===== config.mk =====
export PLATFORM = sky130hd
export DESIGN_NAME = baud_gen_flat
export DESIGN_NICKNAME = d
export VERILOG_FILES = /design/src/rtl/baud_gen_pkg.sv /design/src/rtl/baud_gen_if.sv /design/src/rtl/baud_gen_wrap_counter.sv /design/src/rtl/baud_gen.sv /design/src/flat_wrapper.sv
export SDC_FILE = /design/constraint.sdc
export NUM_CORES = 1
export LEC_CHECK = 0
export ABC_AREA = 1
export ABC_CLOCK_PERIOD_IN_PS = 4800
export BUFFER_PORTS_ARGS = -buffer_cell sky130_fd_sc_hd__buf_2
export CORE_UTILIZATION = 50
export DETAILED_ROUTE_END_ITERATION = 12
export GPL_ROUTABILITY_DRIVEN = 0
export PLACE_DENSITY = 0.74
export SYNTH_ARGS = -nofsm -noshare
export SYNTH_HDL_FRONTEND = slang
export SYNTH_SLANG_ARGS = --single-unit

===== constraint.sdc =====
create_clock -name clk -period 4.8 [get_ports clk]
set_clock_uncertainty 0.15 [all_clocks]
set_input_delay 0.24 -clock clk [delete_from_list [all_inputs] [get_ports clk]]
set_output_delay 0.24 -clock clk [all_outputs]
set_load 0.05 [all_outputs]

===== src/rtl/baud_gen_pkg.sv =====
// Shared constants, the phase-width helper and a divisor table for baud_gen.
// The divisor table assumes a 16x oversampled tick at the board clock.
package baud_pkg;

  localparam int BAUD_WIDTH_DEF = 16;
  localparam int BAUD_OSR_DEF   = 16;
  localparam int BOARD_CLK_HZ   = 50_000_000;

  typedef enum logic [0:0] {
    RATE_9600   = 1'b0,
    RATE_115200 = 1'b1
  } baud_rate_e;

  // Tick-rate divisors (TICK period = DIV+1) for each standard rate.
  localparam logic [BAUD_WIDTH_DEF-1:0] DIV_TABLE [2] = '{
    BAUD_WIDTH_DEF'(BOARD_CLK_HZ / (9600 * BAUD_OSR_DEF) - 1),
    BAUD_WIDTH_DEF'(BOARD_CLK_HZ / (115200 * BAUD_OSR_DEF) - 1)
  };

  function automatic int log2(input int value);
    int result = 0;
    for (int i = 0; i < 31; i++) begin
      if ((1 << i) < value) result = i + 1;
    end
    return result;
  endfunction

endpackage


===== src/rtl/baud_gen_if.sv =====
// Control and status bundle of baud_gen. sync/bit_tick exist only when
// BAUD_GEN_OSR_EN is defined.
interface baud_gen_if
  import baud_pkg::*;
#(
  parameter int WIDTH = BAUD_WIDTH_DEF
);

  logic             en;
  logic [WIDTH-1:0] div;
  logic [WIDTH-1:0] o;
  logic             tick;
  logic             baud_out;

`ifdef BAUD_GEN_OSR_EN
  logic sync;
  logic bit_tick;

  modport master (output en, div, sync, input o, tick, baud_out, bit_tick);
  modport slave  (input en, div, sync, output o, tick, baud_out, bit_tick);
`else
  modport master (output en, div, input o, tick, baud_out);
  modport slave  (input en, div, output o, tick, baud_out);
`endif

endinterface


===== src/rtl/baud_gen_wrap_counter.sv =====
// Modulo counter (modulus max_val+1) with enable, priority load and a
// registered one-cycle wrap strobe.
module wrap_counter #(
  parameter int W = 4
) (
  input  logic         clk,
  input  logic         reset,
  input  logic         en,
  input  logic         load,
  input  logic [W-1:0] load_val,
  input  logic [W-1:0] max_val,
  output logic [W-1:0] count,
  output logic         wrap
);

  // max_val may only change while count is zero, so count never passes it.
  always_ff @(posedge clk) begin
    if (reset) begin
      count <= '0;
      wrap  <= 1'b0;
    end else if (load) begin
      count <= load_val;
      wrap  <= 1'b0;
    end else if (en && (count == max_val)) begin
      count <= '0;
      wrap  <= 1'b1;
    end else begin
      if (en) count <= count + W'(1);
      wrap <= 1'b0;
    end
  end

endmodule


===== src/rtl/baud_gen.sv =====
// Programmable baud-rate generator: TICK every DIV+1 enabled cycles plus a
// BAUD_OUT square wave. BAUD_GEN_OSR_EN adds the SYNC-able BIT_TICK stage.
module baud_gen
  import baud_pkg::*;
#(
  parameter int WIDTH = BAUD_WIDTH_DEF,
  parameter int OSR   = BAUD_OSR_DEF
) (
  input logic     clk,
  input logic     reset,
  baud_gen_if.slave bus
);

  logic [WIDTH-1:0] cnt;
  logic [WIDTH-1:0] div_q;
  logic             tick;
  logic             baud_q;
  logic             sync_now;
  logic             wrap_now;

`ifdef BAUD_GEN_OSR_EN
  assign sync_now = bus.sync;
`else
  assign sync_now = 1'b0;
`endif

  assign wrap_now = bus.en && (cnt == div_q) && !sync_now;

  // The shadow divisor only reloads when cnt restarts from zero.
  always_ff @(posedge clk) begin
    if (reset) begin
      div_q  <= bus.div;
      baud_q <= 1'b0;
    end else if (sync_now || wrap_now) begin
      div_q <= bus.div;
      if (wrap_now) baud_q <= ~baud_q;
    end
  end

  wrap_counter #(.W(WIDTH)) u_cnt (
    .clk      (clk),
    .reset    (reset),
    .en       (bus.en),
    .load     (sync_now),
    .load_val ('0),
    .max_val  (div_q),
    .count    (cnt),
    .wrap     (tick)
  );

`ifdef BAUD_GEN_OSR_EN
  localparam int            PW        = log2(OSR);
  localparam logic [PW-1:0] PHASE_MID = PW'(OSR / 2);
  localparam logic [PW-1:0] PHASE_MAX = PW'(OSR - 1);

  logic [PW-1:0] phase;
  logic          bit_tick;

  // SYNC restarts the phase at mid-bit so BIT_TICK samples the bit centre.
  wrap_counter #(.W(PW)) u_phase (
    .clk      (clk),
    .reset    (reset),
    .en       (wrap_now),
    .load     (sync_now),
    .load_val (PHASE_MID),
    .max_val  (PHASE_MAX),
    .count    (phase),
    .wrap     (bit_tick)
  );

  assign bus.bit_tick = bit_tick;
`endif

  assign bus.o        = cnt;
  assign bus.tick     = tick;
  assign bus.baud_out = baud_q;

endmodule


===== src/flat_wrapper.sv =====
// flat-port wrapper written by rule: the top's interface ports become plain ports
module baud_gen_flat import baud_pkg::*;
#(
  parameter int WIDTH = BAUD_WIDTH_DEF,
  parameter int OSR   = BAUD_OSR_DEF
)
  (clk, reset, bus_en, bus_div, bus_o, bus_tick, bus_baud_out);
  baud_gen_if #(.WIDTH(WIDTH)) bus_i ();
  input logic clk;
  input logic reset;
  input wire logic [$bits(bus_i.en)-1:0] bus_en;
  input wire logic [$bits(bus_i.div)-1:0] bus_div;
  output wire logic [$bits(bus_i.o)-1:0] bus_o;
  output wire logic [$bits(bus_i.tick)-1:0] bus_tick;
  output wire logic [$bits(bus_i.baud_out)-1:0] bus_baud_out;
  assign bus_i.en = bus_en;
  assign bus_i.div = bus_div;
  assign bus_o = bus_i.o;
  assign bus_tick = bus_i.tick;
  assign bus_baud_out = bus_i.baud_out;
  baud_gen #(.WIDTH(WIDTH), .OSR(OSR)) u_core (.clk(clk), .reset(reset), .bus(bus_i));
endmodule

# Word-level counts from Yosys, hierarchy flattened
# Index checks and enable logic that the tools add are counted.
[word_totals]
ff_bits = 34
input_bits = 19
out_inout_bits = 18
wordCells = 13
[op_classes]
addsub = 1
n_eq_ne = 1
mux = 3
n_bitwise = 1
n_reduce_logical = 3
[ops]
columns = ["op", "n"]
rows = [
  ["2-to-1 mux 16 bit", 2],
  ["adder 16 x 1 -> 16 bit (second input constant)", 1],
  ["== test 16 bit", 1],
  ["nonzero test 2 bit", 1],
  ["OR reduction 2 bit", 1],
  ["logical AND 1 bit", 1],
  ["2-to-1 mux 1 bit", 1],
  ["inverter 1 bit", 1],
]

# Longest topological paths before layout
[depth]
depth_word = 4
depth_mapped = 11
depth_no_buf = 10

# Cells and area by module
# Synthesis repeated with hierarchy kept, for this count alone.
[hier_totals]
cells_unflattened = 340
hier_area_um2 = 2408.6
[modules_own_cells]
columns = ["module", "instances", "cells_per_inst", "area_per_inst_um2", "seq_area_each_um2"]
rows = [
  ["wrap_counter", 1, 246, 1577.8, 340.3],
  ["baud_gen", 1, 94, 830.8, 500.5],
]

# Worst setup path before layout
# OpenSTA, ideal clock, no wires.
[synth_path]
path_type = "reg2reg"
start = "register u_core.u_cnt.count[15]"
end = "register u_core.div_q[0] (enable)"
setup_time_ps = 312
arrival_ps = 1604
required_time_ps = 4338
setup_slack_ps = 2734
path_stages_with_launch = 9
n_path_buf = 1
period_less_slack_ps = 2066
path_cell_list = "dfxtp_1 -> inv_1 -> nand2_1 -> nand2_1 -> nand3b_1 -> nor2_1 -> nand3_2 -> nand2_4 -> buf_6"
[synth_via]
elab_chain_cells = 3
[synth_rtl]
columns = ["element", "line_no", "source"]
rows = [
  ["from (decl)", "baud_gen_wrap_counter.sv:12", "output logic [W-1:0] count,"],
  ["from (signal assigned)", "baud_gen_wrap_counter.sv:22", "count <= load_val;"],
  ["from (signal assigned)", "baud_gen_wrap_counter.sv:28", "if (en) count <= count + W'(1);"],
  ["== test 16 bit", "baud_gen.sv:27", "assign wrap_now = bus.en && (cnt == div_q) && !sync_now;"],
  ["logical AND 1 bit", "baud_gen.sv:27", ""],
  ["nonzero test 2 bit (no source line)", "-", ""],
  ["to (signal assigned)", "baud_gen.sv:32", "div_q <= bus.div;"],
  ["to (signal assigned)", "baud_gen.sv:35", "div_q <= bus.div;"],
  ["to (decl)", "baud_gen.sv:15", "logic [WIDTH-1:0] div_q;"],
]
# No other way between the ends.
# A chain may end at the register's enable or synchronous reset.

# Final worst setup path
[layout_path]
start = "register u_core.u_cnt.count[8]"
end = "register u_core.div_q[0] (enable)"
# The elaborated chain is that of the path after synthesis.

==> impl_results.md <==
* P_sw at roughly 0.14 mW
* Post-placement worst setup slack at just under 3 ns
* Share of post-route cells with drive strength above 1 at 0.1794
* Cell internal pwr at approximately 0.4 mW
* Clk slew on worst S/H paths at about 0.11 ns
* Vias in the first global route at around 1,300
* Total gr overflow at 0
* Static leakage at ~1.0 nW
* Vias per Instance at about 4.6
* Final design utilization at 0.6567
* Multi-input gate area in the final layout at around 750 sq um
* Synthesized net count at 262
* Placed instance area at 2004 sq um
* Netlist cell types at 21
* Area delta synth->final at 24.41%
* Part of the Yosys area used for sequential elements at 0.4699
* Inserted Clock Buffers at 5
* Clk sinks at 34
* Top-area cell type share of the netlist area at 0.2685
* Relative slew slack at 0.7347
* Post-route ant nets at 0
* Max cap viols at 0
* Gr usage total at 0.2054
* Synth area leader: edfxtp_1
* H-tree depth at 2
* Worst-Skew Late Latency at 0.34 ns
* Final Max Slew Viols at 0
* Initial DRC Count at 54
* CORE AREA at between 3000 and 4000 sq um
* M1 wire length at around 1700 microns
* Worst hold slack at ~0.086 ns
* DIE WIDTH at slightly above 60 microns
* Routed wl met2 at approximately 1500 microns
* Final Cell Area at about 2200 sq um
* Ranking of synthesized cells by area: edfxtp_1 27%, dfxtp_1 20%, nand2_1 14%
* Pwr dens at 241.3 nW/um^2
* Initial antenna violation count at 0
* Design Power at 0.5370 mW
* Post-DP HPWL at roughly 2700 microns
* Worst VDD drop at 0.0001753 V
* Syn avg cell area at around 7.4 sq um
* Comb power frac at 0.118
* Ports at 37
* Setup_tns at 0 ns
* Final net count at 320
* R2R Setup Slk at ~2.9 ns
* N_diodes at 0
* Clk buf depth at 2
* Commonest non-fill, non-tap cells in the layout: 69 x nand2_1, 45 x inv_1, 42 x nor2_1
* Fin crit period at between 1.5 and 2 ns
* # fillers at between 200 and 300
* Gate Count Post-Synth at roughly 240
* Starting density of the core at 0.5279
* Full die area at ~3800 sq um
* Drt wl/cell at 10.22 microns
* Die height at roughly 62 microns
* Clk pwr share at 0.278
* Hold Crit Depth at 3
* Run status: finished, final reports clean
* CTS tree: yes
* Via count at 1,587
* Switching power share of the total at 0.2546
* Reg2Reg Depth at 6
* Actual slew at the worst max-slew pin at 0.3980 ns
* RSZ-0062 raised after global routing: false
* YS warnings at 0
* Final Hold Violating Endpoints at 0
* Crit path max fanout at 32
* Routed wire length at 3547 microns
* WP data required at ~4.7 ns
* Max Fclk at about 520 MHz
* Final period utilization at 0.3974
* Fin worst setup slack at roughly 2.9 ns
* Site row count at 21
* Post-route insts no fill at around 350
* Hold crit path type: input pin to register
* Crit. End Element: register
* Synthesized area at 1789 sq um
* Detailed-router iteration count before antenna repair at 4
* Pin count of the biggest net entering global routing at 33
* #FFs+latches synth at 34
* Setup-failing EPs final at 0
* IO buf count at 36
* First-pass GRT wire length at about 5500 microns
* Placed cell count at 322
* Seq pwr share at 0.604
* Routed wl met3 at between 150 and 200 microns
* Setup Buffers After CTS at 0
* Commonest non-fill, non-tap cell in the layout: nand2_1
* Data arrival, critical path at 1.76 ns
* Residual DRC at 0
* Sequential cell area at between 800 and 900 sq um
* Critical Path Source Type: register
* CP Class: register to register
* Max Used Layer: met4
* Clk root buf: clkbuf_4
[Yosys cell counts, drive strengths merged]
cell type  number
nand2          72
inv            47
nor2           45
dfxtp          18
edfxtp         16
xor2           12
nand3           9
nand4           7
nor3            6
o21ai           3
a21oi           2
buf             2
and3            1
ha              1
nand3b          1
[state kept, by name, indices dropped and copies added (netlist names)]
name and flops:
u_core.div_q 16, u_core.u_cnt.count 16, u_core.bus.baud_out 1, u_core.u_cnt.wrap 1
[power by group through the flow]
| stage | Sequential (mW) | Clock [mW] | Combinational [mW] |
|---|---|---|---|
| after floorplan | 0.334 | 0 | 0.0335 |
| after global placement | 0.331 | 0 | 0.0523 |
| after detailed placement | 0.331 | 0 | 0.0530 |
| after CTS | 0.324 | 0.151 | 0.0638 |
| after global routing | 0.326 | 0.164 | 0.0713 |
| final | 0.324 | 0.149 | 0.0635 |
[logic make-up (layout without fill, tap and decap cells)]
| kind of cell | after synthesis | count (layout) | synth area share |
|---|---|---|---|
| flops | 34 | 34 | 0.4699 |
| buf+inv | 49 | 108 | 0.1112 |
| compound gates | 5 | 5 | 0.01398 |
| xor+xnor | 12 | 12 | 0.05874 |
| simple gates | 141 | 141 | 0.3392 |
| fa+ha+maj | 1 | 1 | 0.006992 |
[area by class of cell]
cell class	count	area share
multi-input cells	159	0.3367
flip-flops and latches	34	0.3777
clock buffers	6	0.01855
inverters	47	0.07926
repair buffers	53	0.1574
well taps	46	0.02586
clock inverters	2	0.004497
[critical path, cell delays in order, from the launching register on]
cell     delay, ns
dfxtp_1       0.45
inv_2         0.08
nand2_1       0.09
nand4_1       0.10
nor2_1        0.21
nand3_2       0.14
nand2_4       0.32
[what timing repair did]
action / 4_1_cts / 5_1_grt
hold buffers: 17 / 0
hold endpoints to repair: 17 / 0
resized for setup: 0 / 0
[worst paths after layout]
path	from	end
min	bus_en	u_core.u_cnt.count[15]
max	u_core.u_cnt.count[8]	u_core.div_q[0]
max reg2reg	u_core.u_cnt.count[8]	u_core.div_q[0]
min reg2reg	u_core.bus.baud_out	u_core.bus.baud_out
[routing by layer]
layer | vias to the layer above | GRT usage
met3 | 19 | 0.04969
met1 | 670 | 0.2506
li1 | 853 | -
met5 | - | 0
met2 | 45 | 0.3134
met4 | 0 | 0.1556
(Power assumes the default switching activity.)
